--- src/rtl/data_out_disp.sv ---
// ============================================================================
//  Module      : data_out_disp
//  Description : Port-bus output register block that scans a 4-digit
//                multiplexed 7-segment display.
//  Revision    : 1.0 - initial release
// ============================================================================
`default_nettype none

module data_out_disp #(
    parameter logic [15:0] REFRESH_DIV = 16'd50000
) (
    input  logic       clk,
    input  logic       reset,
    input  logic [3:0] DataIn,
    input  logic [1:0] PortID,
    input  logic       PortWrite,
    input  logic       PortRead,
    output logic [3:0] DataOut,
    output logic [3:0] An,
    output logic [6:0] Seg,
    output logic       Dp
);

    localparam logic [1:0]  c_id_digit  = 2'd0;
    localparam logic [1:0]  c_id_blank  = 2'd1;
    localparam logic [1:0]  c_id_dp     = 2'd2;
    localparam logic [1:0]  c_id_status = 2'd3;
    localparam logic [15:0] c_div_last  = REFRESH_DIV - 16'd1;
    localparam logic [6:0]  c_seg_off   = 7'h7F;
    localparam logic [3:0]  c_an_off    = 4'b1111;

    logic [15:0] digits_q, digits_d;
    logic [3:0]  blank_q,  blank_d;
    logic [3:0]  dpmask_q, dpmask_d;
    logic        updated_q, updated_d;
    logic [15:0] presc_q,  presc_d;
    logic [1:0]  index_q,  index_d;
    logic [3:0]  an_q,     an_d;
    logic [6:0]  seg_q,    seg_d;
    logic        dp_q,     dp_d;

    logic [3:0]  w_nibble;
    logic        w_wrap;

    // Active-low {g,f,e,d,c,b,a}
    function automatic logic [6:0] hexdecode(input logic [3:0] nib);
        logic [6:0] seg;
        case (nib)
            4'h0:    seg = 7'b1000000;
            4'h1:    seg = 7'b1111001;
            4'h2:    seg = 7'b0100100;
            4'h3:    seg = 7'b0110000;
            4'h4:    seg = 7'b0011001;
            4'h5:    seg = 7'b0010010;
            4'h6:    seg = 7'b0000010;
            4'h7:    seg = 7'b1111000;
            4'h8:    seg = 7'b0000000;
            4'h9:    seg = 7'b0010000;
            4'hA:    seg = 7'b0001000;
            4'hB:    seg = 7'b0000011;
            4'hC:    seg = 7'b1000110;
            4'hD:    seg = 7'b0100001;
            4'hE:    seg = 7'b0000110;
            default: seg = 7'b0001110;
        endcase
        return seg;
    endfunction

    always_comb begin
        digits_d  = digits_q;
        blank_d   = blank_q;
        dpmask_d  = dpmask_q;
        updated_d = updated_q;
        if (PortRead && (PortID == c_id_status)) begin
            updated_d = 1'b0;
        end
        // Set after clear so a simultaneous write keeps the flag raised
        if (PortWrite) begin
            updated_d = 1'b1;
            case (PortID)
                c_id_digit: digits_d = {digits_q[11:0], DataIn};
                c_id_blank: blank_d  = DataIn;
                c_id_dp:    dpmask_d = DataIn;
                default: begin
                    digits_d = 16'h0000;
                    blank_d  = 4'h0;
                    dpmask_d = 4'h0;
                end
            endcase
        end
    end

    assign w_wrap = (presc_q == c_div_last);

    always_comb begin
        presc_d = w_wrap ? 16'h0000 : presc_q + 16'd1;
        index_d = w_wrap ? index_q + 2'd1 : index_q;
    end

    always_comb begin
        case (index_q)
            2'd0:    w_nibble = digits_q[3:0];
            2'd1:    w_nibble = digits_q[7:4];
            2'd2:    w_nibble = digits_q[11:8];
            default: w_nibble = digits_q[15:12];
        endcase
    end

    always_comb begin
        an_d  = c_an_off;
        seg_d = c_seg_off;
        dp_d  = 1'b1;
        if (!blank_q[index_q]) begin
            an_d  = ~(4'b0001 << index_q);
            seg_d = hexdecode(w_nibble);
            dp_d  = ~dpmask_q[index_q];
        end
    end

    always_ff @(posedge clk) begin
        if (reset) begin
            digits_q  <= 16'h0000;
            blank_q   <= 4'h0;
            dpmask_q  <= 4'h0;
            updated_q <= 1'b0;
            presc_q   <= 16'h0000;
            index_q   <= 2'd0;
            an_q      <= c_an_off;
            seg_q     <= c_seg_off;
            dp_q      <= 1'b1;
        end else begin
            digits_q  <= digits_d;
            blank_q   <= blank_d;
            dpmask_q  <= dpmask_d;
            updated_q <= updated_d;
            presc_q   <= presc_d;
            index_q   <= index_d;
            an_q      <= an_d;
            seg_q     <= seg_d;
            dp_q      <= dp_d;
        end
    end

    // Readback reflects pre-write register contents
    always_comb begin
        case (PortID)
            c_id_digit:  DataOut = digits_q[3:0];
            c_id_blank:  DataOut = blank_q;
            c_id_dp:     DataOut = dpmask_q;
            default:     DataOut = {3'b000, updated_q};
        endcase
    end

    assign An  = an_q;
    assign Seg = seg_q;
    assign Dp  = dp_q;

endmodule

`default_nettype wire

--- config.mk ---
export PLATFORM = sky130hd
export DESIGN_NAME = data_out_disp
export DESIGN_NICKNAME = d
export VERILOG_FILES = /design/src/rtl/data_out_disp.sv
export SDC_FILE = /design/constraint.sdc
export NUM_CORES = 1
export LEC_CHECK = 0
export CORE_UTILIZATION = 47
export DETAILED_ROUTE_END_ITERATION = 16
export PLACE_DENSITY = 0.8
export SETUP_SLACK_MARGIN = 0.15
export SYNTH_ARGS = -nofsm -noshare
export SYNTH_HDL_FRONTEND = slang
export SYNTH_SLANG_ARGS = --single-unit
--- constraint.sdc ---
create_clock -name clk -period 2.6 [get_ports clk]
set_input_delay 0.78 -clock clk [delete_from_list [all_inputs] [get_ports clk]]
set_output_delay 0.78 -clock clk [all_outputs]
set_load 0.02 [all_outputs]
* Yosys cells after proc, flatten, opt, wreduce, memory -nomap -nowiden
Memories as Yosys holds them, arrays and structs flattened. A register that Yosys moved wholly into a read port is not among the register bits.
Index checks and enable logic that the tools add are counted.
** Operators by class
- $add $sub $neg :: 2
- $mul :: 0
- Div/mod/pow operators :: 0
- $lt $le $gt $ge :: 1
- Equal/unequal tests :: 6
- Shift-type cells :: 1
- Muxes and demuxes :: 11
- Bitwise logic cells :: 5
- Reductions and logical operators :: 12
** Operators by type and width (count)
- $pmux W16 S2 :: 1
- $pmux W4 S3 :: 2
- $add A16 B1 Y16 const B :: 1
- $eq A16 B16 Y1 const B :: 1
- $pmux W4 S2 :: 2
- $reduce_or A2 Y1 :: 5
- $eq A2 B2 Y1 const B :: 3
- $reduce_and A2 Y1 :: 3
- $bmux W1 S2 :: 2
- $eq A2 B1 Y1 const B :: 2
- $logic_not A2 Y1 :: 2
- $mux W1 :: 4
- $not A1 Y1 :: 4
- $not A4 Y4 :: 1
- $shl A1 B2 Y4 const A :: 1
- $lt A2 B3 Y1 const B :: 1
- $add A2 B1 Y2 const B :: 1
- $reduce_bool A2 Y1 :: 1
- $logic_and A1 B1 Y1 :: 1
** Storage, ports and cells
- Register bits after elaboration :: 48
- Bits in latches :: 0
- Memory bits (writable) :: 0
- ROM bits :: 112
- Input port bits :: 10
- Output and inout port bits :: 16
- Logic and storage cells :: 47
- Memories :: 1
** Memories
- (no name shown) :: depth 16, bits a word 7, read ports 1, clocked after memory_dff 1, wr ports 0, RTL line 48 : case (nib)

* Depth between registers and ports, before layout
- Depth in word-level cells :: 4
- Gate-level depth with buffers :: 9
- Gate-level depth less buffers :: 9

* Worst setup path after synthesis
OpenSTA, ideal clock, no wires.
- Path kind :: input to output
- Start point :: in PortID[0]
- End point :: out DataOut[0]
- Arrival :: 1.830 ns
- Data required time :: 1.820 ns
- Setup slack :: -0.010 ns
- Stages :: 5
- Path buffers :: 1
- Cell sequence :: inv_1 ha_1 clkbuf_1 a222oi_1 mux2i_1
** On the way
- Longest elaborated chain between the ends :: 2
- Elaborated cells on any way between the ends :: 4
- Those cells by class :: eq/ne: 2; mux: 1; reduce/logical: 1
** Ends and longest elaborated chain
- start: declaration :: RTL line 15 : input logic [1:0] PortID,
- $eq A2 B2 Y1, or another cell as far along :: RTL line 146 : case (PortID)
- $pmux W4 S3 * :: RTL line 146
- end: declaration :: RTL line 18 : output logic [3:0] DataOut,
Mark *: on every way between the ends. The rest lies on a longest branch, timed or not.

* Worst setup path in the final report
- Start point :: in PortID[1]
- End point :: out DataOut[0]
Same word-level chain as after synthesis.

==> impl_metrics.csv <==
group,metric,value,unit
outcome,status,"completed",
clocking,htree_levels,2,
sta,period_needed,2510,ps
worst_setup_path,worstPathRequired,1820,ps
sta,worstMarginPinSlew,580,ps
sta,tns,0,ps
detailed_routing,drt-initial-drc-count,158,
synth,yosysTopAreaCell,"dfxtp_1",
layout,regArea,1100,um^2
sta,max_freq,0.398,GHz
flow_run,drv_cap,0,
worst_setup_path,end_kind,"primary output",
global_route,grt_util_met1,0.274,
power,p_leak,0.00113,uW
detailed_routing,via_count,2173,
layout,insertedDiodeCount,0,
clocking,ctsHoldBuffers,0,
global_route,grt.total_usage,0.203,
worst_hold_path,hold_class,"reg -> reg",
sta,grt_setup_unrepaired,"yes",
layout,final_cells,400,
detailed_routing,wirelength,5.48,mm
synth,netlist_area,2610,um^2
layout,multi_input_area,1450,um^2
sta,slew_headroom,0.613,
synth,yosys-top-cells-area,"dfxtp_1, ha_1, nand3_1",
worst_hold_path,hold_end,"digits_q[13]",
sta,fin_ws,85.0,ps
sta,report.final.slew_viol_count,0,
synth,synth-edff-count,0,
global_route,gr-usage-met3,0.0467,
detailed_routing,via_per_inst,5.43,
sta,setup_violations,0,
clocking,clkTransAtPathRegs,110,ps
layout,drive_above_1_share,0.127,
synth,yosys_warnings,0,
clocking,cts_num_sinks,55,
layout,final_cell_mix,"dfxtp_1, nand2_1, nand3_1",
global_route,busiest_layer,"met2",
layout,fillCellCount,451,
synth,yosysTopAreaCellShare,0.422,
global_route,grt_use_met2,0.328,
detailed_routing,ant_nets,0,
synth,synth_seq_cells,55,
worst_setup_path,r2r.worst_path.cells,9,
clocking,worst_skew_pair.late_latency,320,ps
layout,layout_commonest_cell,"dfxtp_1",
floorplan,coreArea,5240,um^2
global_route,grt.overflow.total,0,
floorplan,std_cell_rows,26,
synth,ys_types,37,
clocking,post_cts_buffers,0,
sta,finalCritPeriodShare,0.967,
synth,syn_inst,296,
power,irDropWorstVdd,0.000267,V
worst_setup_path,cp_max_fo,6,
worst_setup_path,reg2reg_from,"index_q[1]",
detailed_routing,drc,0,
floorplan,die_h,76.5,um
sta,hold_violations,0,
placed_design,port-buffer-count,25,
placed_design,dp_hpwl,3.91,mm
global_route,grt_pass1_wl,9.63,mm
floorplan,die_w,76.5,um
placed_design,dp_slack,-823,ps
worst_setup_path,critPathArrivalTime,1730,ps
synth,ys.flop_type,"dfxtp_1",
layout,syn_to_final_growth,20.7,%
layout,final_nets,356,
floorplan,die_area,5860,um^2
clocking,cts_made_buffers,5,
power,power.density,490,nW/um^2
clocking,root_buffer,"clkbuf_8",
detailed_routing,first_pass_iters,4,
layout,final_util,0.602,
worst_setup_path,worstSetupStartpointType,"primary input",
clocking,clock_path_buffers,2,
floorplan,ios,26,
global_route,antenna_found_initial,0,
clocking,cts_tree,"done",
placed_design,numPlacedInstances,392,
synth,postSynthAreaPerCell,8.82,um^2
worst_setup_path,r2r_end,"Seg[3]",
worst_hold_path,min_path_cells,2,
synth,synth_fp_nets,323,
sta,fin_worst_skew,14.0,ps
synth,async_flop_share,0,
worst_setup_path,path_class,"in -> out",
detailed_routing,drt-wirelength-per-cell,13.7,um
worst_hold_path,min-delay-start,"digits_q[13]",
floorplan,initial_utilization,0.499,
placed_design,place_congestion,0.900,
synth,yosysSeqAreaShare,0.422,
global_route,grt_pass1_vias,2045,
worst_setup_path,rrSetupSlack,280,ps
global_route,grt_max_degree,29,
-- per-layer routing --
layer | part of all wire | wire length [um]
met1 | 0.46 | 2530
met2 | 0.48 | 2610
met3 | 0.050 | 276
met4 | 0.0093 | 51
met5 | 0 | 0
-- sequential cells by signal, summed over array words and instances (netlist names) --
register and cells:
Seg 7, blank_q 4, index_q 2, Dp 1
presc_q 16, dpmask_q 4, digits_q 16, An 4
updated_q 1
-- worst max-delay path, stage by stage --
cell	delay [ps]
buf_12	90
inv_8	40
ha_4	170
a222oi_1	360
mux2i_2	120
buf_4	170
-- synth_stat cells, types with 2 or more instances --
| library cell | instances |
|---|---|
| dfxtp_1 | 55 |
| a222oi_1 | 6 |
| nand4_1 | 4 |
| mux2i_1 | 6 |
| ha_1 | 17 |
| or3b_2 | 2 |
| inv_1 | 14 |
| nand2_1 | 38 |
| clkbuf_1 | 10 |
| xor2_1 | 2 |
| buf_2 | 3 |
| a21oi_1 | 29 |
| nor2b_1 | 3 |
| xnor2_1 | 14 |
| o221ai_1 | 4 |
| nor2_1 | 26 |
| a211oi_1 | 2 |
| nand3_1 | 30 |
| nor3b_1 | 2 |
| nor4_1 | 7 |
| nor3_1 | 4 |
| nand2b_1 | 2 |
| a22oi_1 | 2 |
-- cells by family after synthesis --
logic type | Yosys count | synth area share
AO/OA/AOI/OAI | 50 | 0.137
XOR/XNOR | 16 | 0.0537
adder cells (fa/ha/maj) | 17 | 0.0815
buffers and inverters | 27 | 0.0402
flip-flops | 55 | 0.422
multiplexers | 8 | 0.0417
AND/OR/NAND/NOR | 123 | 0.224
-- layout make-up --
type | instances | share of cell area
Clock inverter | 3 | 0.00834
Clock buffer | 5 | 0.0218
Multi-Input combinational cell | 214 | 0.459
Inverter | 14 | 0.0198
Tap cell | 70 | 0.0278
Timing Repair Buffer | 39 | 0.114
Sequential cell | 55 | 0.349
-- where the power goes --
| part | internal [uW] | switching (uW) | total, uW | leakage [uW] |
|---|---|---|---|---|
| combinational | 77.2 | 93.4 | 171 | 0.000636 |
| sequential | 860 | 11.0 | 871 | 0.000447 |
| clock | 199 | 303 | 502 | 0.0000491 |
-- worst max path at each step --
stage	startpoint	to	slack, ps	depth (start not counted)
floorplan	PortID[0]	DataOut[0]	160	5
global placement	PortID[1]	DataOut[0]	-750	6
detailed placement	PortID[1]	DataOut[0]	-820	6
CTS	PortID[1]	DataOut[0]	70	6
global route	PortID[1]	DataOut[0]	20	6
finish	PortID[1]	DataOut[0]	90	6
-- through the flow --
stage	total power (uW)	hold WS, ps	cell area, um^2
2_1_floorplan	986	429	2640
3_3_place_gp	1040	440	3010
3_5_place_dp	1050	453	3010
4_1_cts	1550	467	3150
5_1_grt	1610	489	3150
6_report	1540	464	3150
-- timing repair --
action | 4_1_cts | 5_1_grt
setup endpoints to repair | 4 | 4
gates resized for setup | 42 | 2
pin swaps | 4 | 4
No activity file was read; power rests on OpenSTA's default activity.
